===== config.mk =====
export PLATFORM = sky130hd
export DESIGN_NAME = friscv_inst_prefetch
export DESIGN_NICKNAME = d
export VERILOG_FILES = /design/src/rtl/friscv_inst_prefetch.sv
export SDC_FILE = /design/constraint.sdc
export NUM_CORES = 1
export LEC_CHECK = 0
export CORE_ASPECT_RATIO = 0.6
export CORE_MARGIN = 3
export CORE_UTILIZATION = 55
export DETAILED_ROUTE_END_ITERATION = 16
export PLACE_DENSITY = 0.76
export SYNTH_ARGS = -nofsm -noshare
export SYNTH_HDL_FRONTEND = slang
export SYNTH_SLANG_ARGS = --single-unit

===== constraint.sdc =====
create_clock -name aclk -period 3.3 [get_ports aclk]
set_input_delay 0.66 -clock aclk [delete_from_list [all_inputs] [get_ports aclk]]
set_output_delay 0.66 -clock aclk [all_outputs]
set_load 0.02 [all_outputs]

===== src/rtl/friscv_inst_prefetch.sv =====
// Instruction prefetch unit: runs ahead of decode with a single outstanding memory
// request and buffers up to DEPTH {pc, instruction} pairs. Redirects drop buffered and in-flight data.
module friscv_inst_prefetch #(
  parameter int                    INST_ADDRW = 16,
  parameter logic [INST_ADDRW-1:0] BOOT_ADDR  = {INST_ADDRW{1'b0}},
  parameter int                    ILEN       = 32,
  parameter int                    DEPTH      = 4
)(
  input  logic                  aclk,
  input  logic                  areset,
  input  logic                  srst,
  input  logic                  enable,
  output logic                  inst_en,
  output logic [INST_ADDRW-1:0] inst_addr,
  input  logic [ILEN-1:0]       inst_rdata,
  input  logic                  inst_ready,
  input  logic                  flush_valid,
  input  logic [INST_ADDRW-1:0] flush_addr,
  output logic                  instr_valid,
  input  logic                  instr_ready,
  output logic [ILEN-1:0]       instr_data,
  output logic [INST_ADDRW-1:0] instr_pc,
  output logic                  misaligned
);

  localparam int PW = $clog2(DEPTH);
  localparam int CW = PW + 1;
  localparam logic [CW-1:0] DEPTH_C = CW'(DEPTH);

  typedef enum logic [1:0] {IDLE, REQ, DRAIN} state_t;

  typedef struct packed {
    logic [INST_ADDRW-1:0] pc;
    logic [ILEN-1:0]       data;
  } entry_t;

  state_t                state;
  logic [INST_ADDRW-1:0] pc;
  entry_t                mem [DEPTH];
  logic [PW-1:0]         rd_ptr, wr_ptr;
  logic [CW-1:0]         cnt, cnt_nxt;
  logic                  push, pop;
  logic [INST_ADDRW-1:0] pc_inc;
  entry_t                head;

  // A flush in the completion cycle drops that data, and a flush also cancels the pop.
  assign push    = (state == REQ) && inst_ready && !flush_valid;
  assign pop     = instr_valid && instr_ready && !flush_valid;
  assign cnt_nxt = cnt + CW'(push) - CW'(pop);
  assign pc_inc  = pc + INST_ADDRW'(4);

  assign head        = mem[rd_ptr];
  assign instr_valid = (cnt != '0);
  assign instr_data  = instr_valid ? head.data : '0;
  assign instr_pc    = instr_valid ? head.pc   : BOOT_ADDR;

  always_ff @(posedge aclk) begin
    if (push) mem[wr_ptr] <= '{pc: inst_addr, data: inst_rdata};
  end

  always_ff @(posedge aclk or posedge areset) begin
    if (areset) begin
      state      <= IDLE;
      inst_en    <= 1'b0;
      inst_addr  <= BOOT_ADDR;
      pc         <= BOOT_ADDR;
      misaligned <= 1'b0;
      rd_ptr     <= '0;
      wr_ptr     <= '0;
      cnt        <= '0;
    end else if (srst) begin
      state      <= IDLE;
      inst_en    <= 1'b0;
      inst_addr  <= BOOT_ADDR;
      pc         <= BOOT_ADDR;
      misaligned <= 1'b0;
      rd_ptr     <= '0;
      wr_ptr     <= '0;
      cnt        <= '0;
    end else if (flush_valid) begin
      rd_ptr     <= '0;
      wr_ptr     <= '0;
      cnt        <= '0;
      pc         <= flush_addr;
      misaligned <= (flush_addr[1:0] != 2'b00);
      // inst_addr is left alone so a draining request keeps its address stable.
      if (state != IDLE && !inst_ready) begin
        state   <= DRAIN;
        inst_en <= 1'b1;
      end else begin
        state   <= IDLE;
        inst_en <= 1'b0;
      end
    end else begin
      if (push) wr_ptr <= wr_ptr + PW'(1);
      if (pop)  rd_ptr <= rd_ptr + PW'(1);
      cnt <= cnt_nxt;
      case (state)
        IDLE: begin
          if (enable && (cnt < DEPTH_C) && !misaligned) begin
            state     <= REQ;
            inst_en   <= 1'b1;
            inst_addr <= pc;
          end
        end
        REQ: begin
          if (inst_ready) begin
            pc <= pc_inc;
            // Only chain another request if the slot it will fill is free.
            if (enable && (cnt_nxt < DEPTH_C)) begin
              inst_addr <= pc_inc;
            end else begin
              state   <= IDLE;
              inst_en <= 1'b0;
            end
          end
        end
        DRAIN: begin
          if (inst_ready) begin
            state   <= IDLE;
            inst_en <= 1'b0;
          end
        end
        default: begin
          state   <= IDLE;
          inst_en <= 1'b0;
        end
      endcase
    end
  end

endmodule


# After elaboration in Yosys (flattened, before gate mapping)
# Memories as Yosys holds them, arrays and structs flattened.
# Index checks and enable logic that the tools add are counted.
[word_totals]
register_bits = 43
memories = 1
output_inout_bits = 67
latch_bits = 0
ram_bits = 192
romBits = 0
[mem_list]
columns = ["memory", "words", "width", "rd", "rd_clocked_by_memory_dff", "write_ports", "line", "source"]
rows = [
  ["mem", 4, 48, 1, 0, 1, "39", "entry_t mem [DEPTH];"],
]
[op_classes]
reduce_logical = 24
muxes = 40
add_sub_neg = 5
div_mod_pow = 0
n_mul = 0
bitwise_logic = 0
n_shift = 0
eq_ne = 10
n_lt_le_gt_ge = 2
[ops]
columns = ["operator", "n"]
rows = [
  ["$mux W16", 10],
  ["$mux W32", 1],
  ["$pmux W16 S2", 1],
  ["$mux W2", 13],
  ["$reduce_bool A3 Y1", 6],
  ["$add A16 B3 Y16 const B", 1],
  ["$ne A4 B4 Y1 const B", 4],
  ["$mux W1", 11],
  ["$logic_and A1 B1 Y1", 8],
  ["$lt A3 B3 Y1 const B", 2],
  ["$mux W3", 2],
  ["$ne A3 B3 Y1 const B", 2],
  ["$pmux W2 S3", 1],
  ["$reduce_bool A2 Y1", 3],
  ["$reduce_and A5 Y1", 1],
  ["$add A2 B1 Y2 const B", 2],
  ["$reduce_and A4 Y1", 1],
  ["$add A3 B1 Y3", 1],
  ["$logic_not A1 Y1", 3],
  ["$ne A3 B2 Y1 const B", 1],
  ["$pmux W1 S3", 1],
  ["$sub A3 B1 Y3", 1],
  ["$eq A2 B1 Y1 const B", 1],
  ["$eq A2 B2 Y1 const B", 1],
  ["3 further kinds", 3],
]

# Longest topological paths before layout
# Gate-level depths: netlist of run 1.
[depth]
depth_word = 12
mapped_depth = 14

# Worst setup path before layout of run 1
# Ideal clock, no wire load.
[synth_path]
path_kind = "input port to flip-flop"
startpoint = "in flush_valid"
endpoint = "reg inst_addr[4]"
setup_slack_ns = 0.215
arrival_time_ns = 2.947
n_path_buf = 2
required_time_ns = 3.162
path_stages = 13
cell_sequence = "and4bb_4 > inv_2 > buf_2 > ha_1 > inv_1 > ha_1 > inv_1 > fa_1 > xnor3_1 > a21oi_1 > nor2_1 > buf_2 > a211oi_1"
[synth_between]
elab_chain_len = 8
word_cells_on_any_way = 10
classes_between = "2 x add/sub; 1 x order compare; 2 x eq/ne; 5 x reduce/logical"
[synth_lines]
columns = ["element", "line", "source"]
rows = [
  ["from (decl)", "17", "input logic flush_valid,"],
  ["$logic_not A1 Y1", "47, 48", ""],
  ["$logic_and A1 B1 Y1", "47", "assign push = (state == REQ) && inst_ready && !flush_valid;"],
  ["$add A3 B1 Y3", "49", "assign cnt_nxt = cnt + CW'(push) - CW'(pop);"],
  ["$sub A3 B1 Y3", "49", ""],
  ["$lt A3 B3 Y1", "110", "if (enable && (cnt_nxt < DEPTH_C)) begin"],
  ["$logic_and A1 B1 Y1", "110", ""],
  ["$ne A3 B2 Y1 (no source line)", "n/a", ""],
  ["$reduce_and A5 Y1 (no source line) *", "n/a", ""],
  ["to (signal assigned)", "103", "inst_addr <= pc;"],
  ["to (signal assigned)", "111", "inst_addr <= pc_inc;"],
  ["to (decl)", "14", "output logic [INST_ADDRW-1:0] inst_addr,"],
]
# Mark *: on every way between the ends. The rest lies on a longest branch, timed or not.
# A chain may end at the register's enable or synchronous reset.

# Worst setup path after layout of run 1
[layout_path]
startpoint = "reg cnt[1]"
endpoint = "out instr_pc[6]"
[layout_between]
elab_chain_len = 2
[layout_lines]
columns = ["element", "line", "source"]
rows = [
  ["from (decl)", "41", "logic [CW-1:0] cnt, cnt_nxt;"],
  ["from (signal assigned)", "97", "cnt <= cnt_nxt;"],
  ["$reduce_bool A3 Y1", "53", "assign instr_valid = (cnt != '0);"],
  ["$mux W16", "55", "assign instr_pc = instr_valid ? head.pc : BOOT_ADDR;"],
  ["to (decl)", "22", "output logic [INST_ADDRW-1:0] instr_pc,"],
]
# Every way passes these cells.

==> flow_summary.ini, run 1 <==
[placed_design]
gp_congestion = 0.8859
dp_hpwl_mm = 12.28
port_buffers = 121

[die]
core_area_um2 = 16710
die_area_um2 = 19240
die_w_um = 177.1
num_rows = 36
num_io_pins = 122
die_h_um = 108.6
initial_core_util_pct = 57.79

[critical_path]
startpoint_type = flop
worstSetupPathType = flop to primary output
cp.arrival_ps = 2510
reg2reg_slack_ps = 430
crit_path_top_delay_cell = clkdlybuf4s50_1
max_stage_delay_ps = 580
crit_family = buffers and inverters
critPathRequiredTime_ps = 2640
crit_buf_inv = 2
crit_path_cell_trace = nor3_2, buf_4, nor2b_1, clkdlybuf4s50_1
end_kind = primary output
path_max_fanout = 50

[sta]
fin_crit_ps = 3169
slew_viol_final = 0
fin_setup_tns_ps = 0
setup_violations = 0
worst_slew_pin_slew_ps = 659.9
rsz0062_at_grt = false
max_freq_ghz = 0.3156
slew_headroom_pct = 55.38
hold_viol = 0
finalCritPeriodShare_pct = 96.03
skew_ps = 10.52

[logic_synthesis]
ys_ff_latch = 235
synth-edff-count = 192
syn_area_um2 = 9657
ys_seq_area_share_pct = 70.85
async_flop_share_pct = 18.30
ys_warn_count = 0
syn_inst = 564
avgSynthCellArea_um2 = 17.12
ys.flop_type = edfxtp_1
yosysUniqueCellTypes = 45
syn-num-nets = 627

[detailed_routing]
viasPerCell = 5.722
first_pass_iters = 5
vias = 5413
drt-total-wl_mm = 19.39
drtAntennaViolNets = 0
drt-wirelength-per-cell_um = 20.50
drc = 0
first_iter_violations = 444

[grt]
grt_pass1_wl_mm = 31.11
grt_pass1_vias = 5726
grt.total_usage_pct = 20.97
antenna_found_initial = 0
grt-ovfl-total = 0
grt_max_degree = 51

[cts]
clkTransAtPathRegs_ps = 70
htreeDepth = 1
clock_sinks = 235
clk_latency_ps = 480
cts_tree = built
numCtsBuffers = 21
clock_path_buffers = 3
clockRootBuffer = clkbuf_16

[finish]
diodes = 0
final-seq-area_um2 = 6847
n_fill_cell = 1061
syn_to_final_growth_pct = 23.87
nets = 767
multiInputGateArea_um2 = 2634
post-route-util_pct = 71.58
drive_gt1_share_pct = 16.71

[outcome]
outcome = finished, final reports clean

[power]
powerDensity_nw_per_um2 = 494.6
p_leak_nw = 3.927
irDropWorstVdd_mv = 0.3532
finalPower_mw = 5.916

[hold_path]
hp-class = flop to flop

[flow_run]
drv_cap = 0
[area by class of cell]
cell class              count  share of cell area, %
clock buffers              32                  5.073
repair buffers            150                  12.50
multi-input cells         284                  22.02
inverters                  12                 0.3766
clock inverters             5                 0.4079
flip-flops and latches    235                  57.24
well taps                 228                  2.385
[synthesized netlist by cell type (all sizes together), types with 4 or more instances]
cell	n	area [um2]
xnor2	21	183.9
a211oi	22	165.2
buf	14	72.57
edfxtp	192	5766
and2	4	25.02
o21ai	7	35.03
mux4	48	1081
dfrtp	43	1076
nand2	11	41.29
inv	12	45.05
a311oi	5	43.79
nor4	8	50.05
or3	7	48.80
nor2	31	116.4
nor3	8	40.04
nor2b	48	300.3
nand3	6	30.03
a21oi	20	100.1
ha	7	87.58
mux2i	4	40.04
clkbuf	19	73.82
[path summary, 6_finish.rpt]
kind | from | to | cells past startpoint
max | cnt[1] | instr_pc[6] | 4
min | pc[14] | pc[14] | 1
max reg2reg | state[1] | inst_addr[12] | 12
min reg2reg | pc[14] | pc[14] | 1
max in group asynchronous | areset | rd_ptr[0] | 3
min in group asynchronous | areset | pc[10] | 3
[cell families after synthesis]
logic type,after synthesis,synth area share (%)
flip-flops,235,70.85
AND/OR/NAND/NOR,139,8.007
AO/OA/AOI/OAI,61,4.120
multiplexers,52,11.61
buffers and inverters,45,1.982
XOR/XNOR,24,2.319
adder cells (fa/ha/maj),8,1.114
[registers in the layout (all words and copies together), names as in the netlist]
| name | cells |
|---|---|
| cnt | 3 |
| inst_addr | 16 |
| inst_en | 1 |
| mem | 192 |
| misaligned | 1 |
| pc | 16 |
| rd_ptr | 2 |
| state | 2 |
| wr_ptr | 2 |
[routing by layer]
layer	vias to the layer above	global-route usage (%)	wire length (um)
met1	2751	30.62	8656
met2	172	34.14	9264
met3	24	4.106	1229
met5	-	0	0
met4	0	3.641	240
li1	2466	-	-
[through the flow]
step | instance area [um2] | std cells | setup WS, ps | hold WS [ps]
final | 11960 | 946 | 131.0 | 550.8
after floorplan | 9657 | 564 | 215.3 | 485.9
after global placement | 11300 | 909 | -129.8 | 531.0
after CTS | 11960 | 946 | 68.13 | 549.3
after detailed placement | 11300 | 909 | -260.6 | 536.0
after global routing | 11960 | 946 | 4.509 | 598.1
[report_power, final]
part | leakage, nW | total (mW) | internal [mW] | switching, mW
sequential | 2.31 | 3.30 | 3.25 | 0.0484
clock | 0.323 | 2.32 | 1.34 | 0.975
combinational | 1.29 | 0.301 | 0.150 | 0.151
total | 3.93 | 5.92 | 4.74 | 1.17
[timing repair]
item	in CTS	in global routing
buffers inserted	0	0
resized for setup	0	1
hold endpoints to repair	0	0
hold buffers	0	0
setup endpoints to repair	0	2
[cells in the final DEF (no fill, tap or decap), types with 5 or more instances in the layout]
master             n
nor3_1             7
edfxtp_1         192
or3_1              6
buf_4             23
inv_1             10
xnor2_1           21
nor4_1             8
clkbuf_16         21
nor2_1            31
mux4_2            48
nand2_1           11
nand3_1            6
a211oi_1          22
dfrtp_1           41
clkbuf_1           7
o21ai_0            7
nor2b_1           48
ha_1               7
clkdlybuf4s50_1  121
a21oi_1           20
a311oi_1           5
buf_12             5
No activity file was read; power rests on OpenSTA's default activity.
==> run 2: changes to the inputs <==
Settings changed: PLACE_DENSITY 0.76 to 0.82, TNS_END_PERCENT from default to 50.
==> run 2 against run 1 <==
Net effect:
- register-to-register slack worse by 90 ps
- clock skew is 2.6 ps lower
- die area stayed put
- final cell count is 0.42% higher
- sequential share of layout area is 0.50 points lower
- fmax is 0.66% lower
- largest cell class unchanged
- highest routed layer unchanged
==> flow_summary.ini, run 2 (synthesis results as in run 1) <==
[cts]
numCtsBuffers = 22
htreeDepth = 1
cts_setup_buffers = 0
clkTransAtPathRegs_ps = 60
clock_sinks = 235
clk_latency_ps = 490
cts_resized = 0
cts_tree = built
clockRootBuffer = clkbuf_16
cts_hold_buf = 0
clock_path_buffers = 3

[sta]
setup_violations = 0
finalCritPeriodShare_pct = 96.67
slew_viol_final = 0
final.setup.worst_slack_ps = 109.9
skew_ps = 7.941
rsz0062_at_grt = false
hold_viol = 0
fin_crit_ps = 3190
slew_headroom_pct = 45.70
max_freq_ghz = 0.3135
worst_slew_pin_slew_ps = 803.1
fin_setup_tns_ps = 0

[placed_design]
pre_cts_ws_ps = -370.9
port_buffers = 121
gp_congestion = 0.8860
dp_hpwl_mm = 13.08

[critical_path]
worstSetupPathType = flop to primary output
crit_path_top_delay_cell = mux4_2
path_max_fanout = 36
critPathRequiredTime_ps = 2640
end_kind = primary output
crit_path_cell_trace = buf_12, mux4_2, nor2b_1, clkdlybuf4s50_1
startpoint_type = flop
cp.arrival_ps = 2530
crit_family = buffers and inverters
max_stage_delay_ps = 570
crit_buf_inv = 2

[finish]
nets = 769
syn_to_final_growth_pct = 24.95
layout_commonest_cell = edfxtp_1
reg.largest.list = mem x192, inst_addr x16, pc x16
largest-register = mem
drive_gt1_share_pct = 17.59
largest_reg_flops = 192
post-route-util_pct = 72.21
diodes = 0
final_cell_mix = edfxtp_1, clkdlybuf4s50_1, mux4_2, nor2b_1, dfrtp_1

[die]
die_h_um = 108.6
num_io_pins = 122
core_area_um2 = 16710
die_w_um = 177.1
die_area_um2 = 19240
num_rows = 36
initial_core_util_pct = 57.79

[grt]
grt_pass1_vias = 5690
grt_max_degree = 51
grt.total_usage_pct = 21.51
grt-ovfl-total = 0
grt_pass1_wl_mm = 31.65
antenna_found_initial = 0

[detailed_routing]
viasPerCell = 5.875
drtAntennaViolNets = 0
drt-total-wl_mm = 20.15
drt-wirelength-per-cell_um = 21.21
first_iter_violations = 534
drc = 0
first_pass_iters = 5
vias = 5581

[outcome]
outcome = finished, final reports clean

[hold_path]
hp-class = input pin to asynchronous set/reset pin

[power]
powerDensity_nw_per_um2 = 518.7
irDropWorstVdd_mv = 0.3933
finalPower_mw = 6.259
p_leak_nw = 3.989

[flow_run]
drv_cap = 0
==> run 2: cell types whose count changed in the layout (fill, tap and decap cells not counted), sizes merged <==
cell,change
clkinv,-3
inv,+1
buf,+1
bufinv,+1
clkbuf,+4
==> run 2: layout make-up <==
type | instances | area, um2
Inverter | 12 | 45.04
Clock buffer | 36 | 705.7
Clock inverter | 4 | 76.32
Multi-Input combinational cell | 284 | 2639
Sequential cell | 235 | 6847
Fill cell | 1026 | 4644
Timing Repair Buffer | 151 | 1469
Tap cell | 228 | 285.3
==> run 2: through the flow <==
step,cell area (um2),cells,hold WS [ps]
6_report,12070,950,528.4
5_1_grt,12070,950,572.4
4_1_cts,12050,950,531.1
3_5_place_dp,11270,910,527.8
3_3_place_gp,11270,910,531.0
2_1_floorplan,9657,564,485.9
==> run 2: power breakdown <==
group / total, mW / internal, mW / switching [mW]
Sequential: 3.30 / 3.25 / 0.0485
Combinational: 0.310 / 0.153 / 0.157
Clock: 2.65 / 1.62 / 1.03
==> run 2: worst paths after layout <==
path / startpoint / endpoint / slack (ps) / depth (start not counted)
setup / recovery: rd_ptr[0] / instr_data[3] / 110 / 4
hold / removal: areset / pc[12] / 530 / 2
setup reg to reg: state[1] / inst_addr[14] / 340 / 12
hold reg to reg: pc[1] / pc[1] / 560 / 2
max in group asynchronous: areset / pc[4] / 2120 / 3
min in group aclk: pc[1] / pc[1] / 560 / 2
==> run 2: layer usage <==
| layer | global-route usage [%] | vias to the layer above | part of all wire (%) |
|---|---|---|---|
| li1 | - | 2470 | - |
| met5 | 0 | - | 0 |
| met1 | 32.61 | 2855 | 45 |
| met4 | 4.202 | 0 | 1.5 |
| met2 | 33.15 | 226 | 47 |
| met3 | 4.593 | 30 | 7.2 |
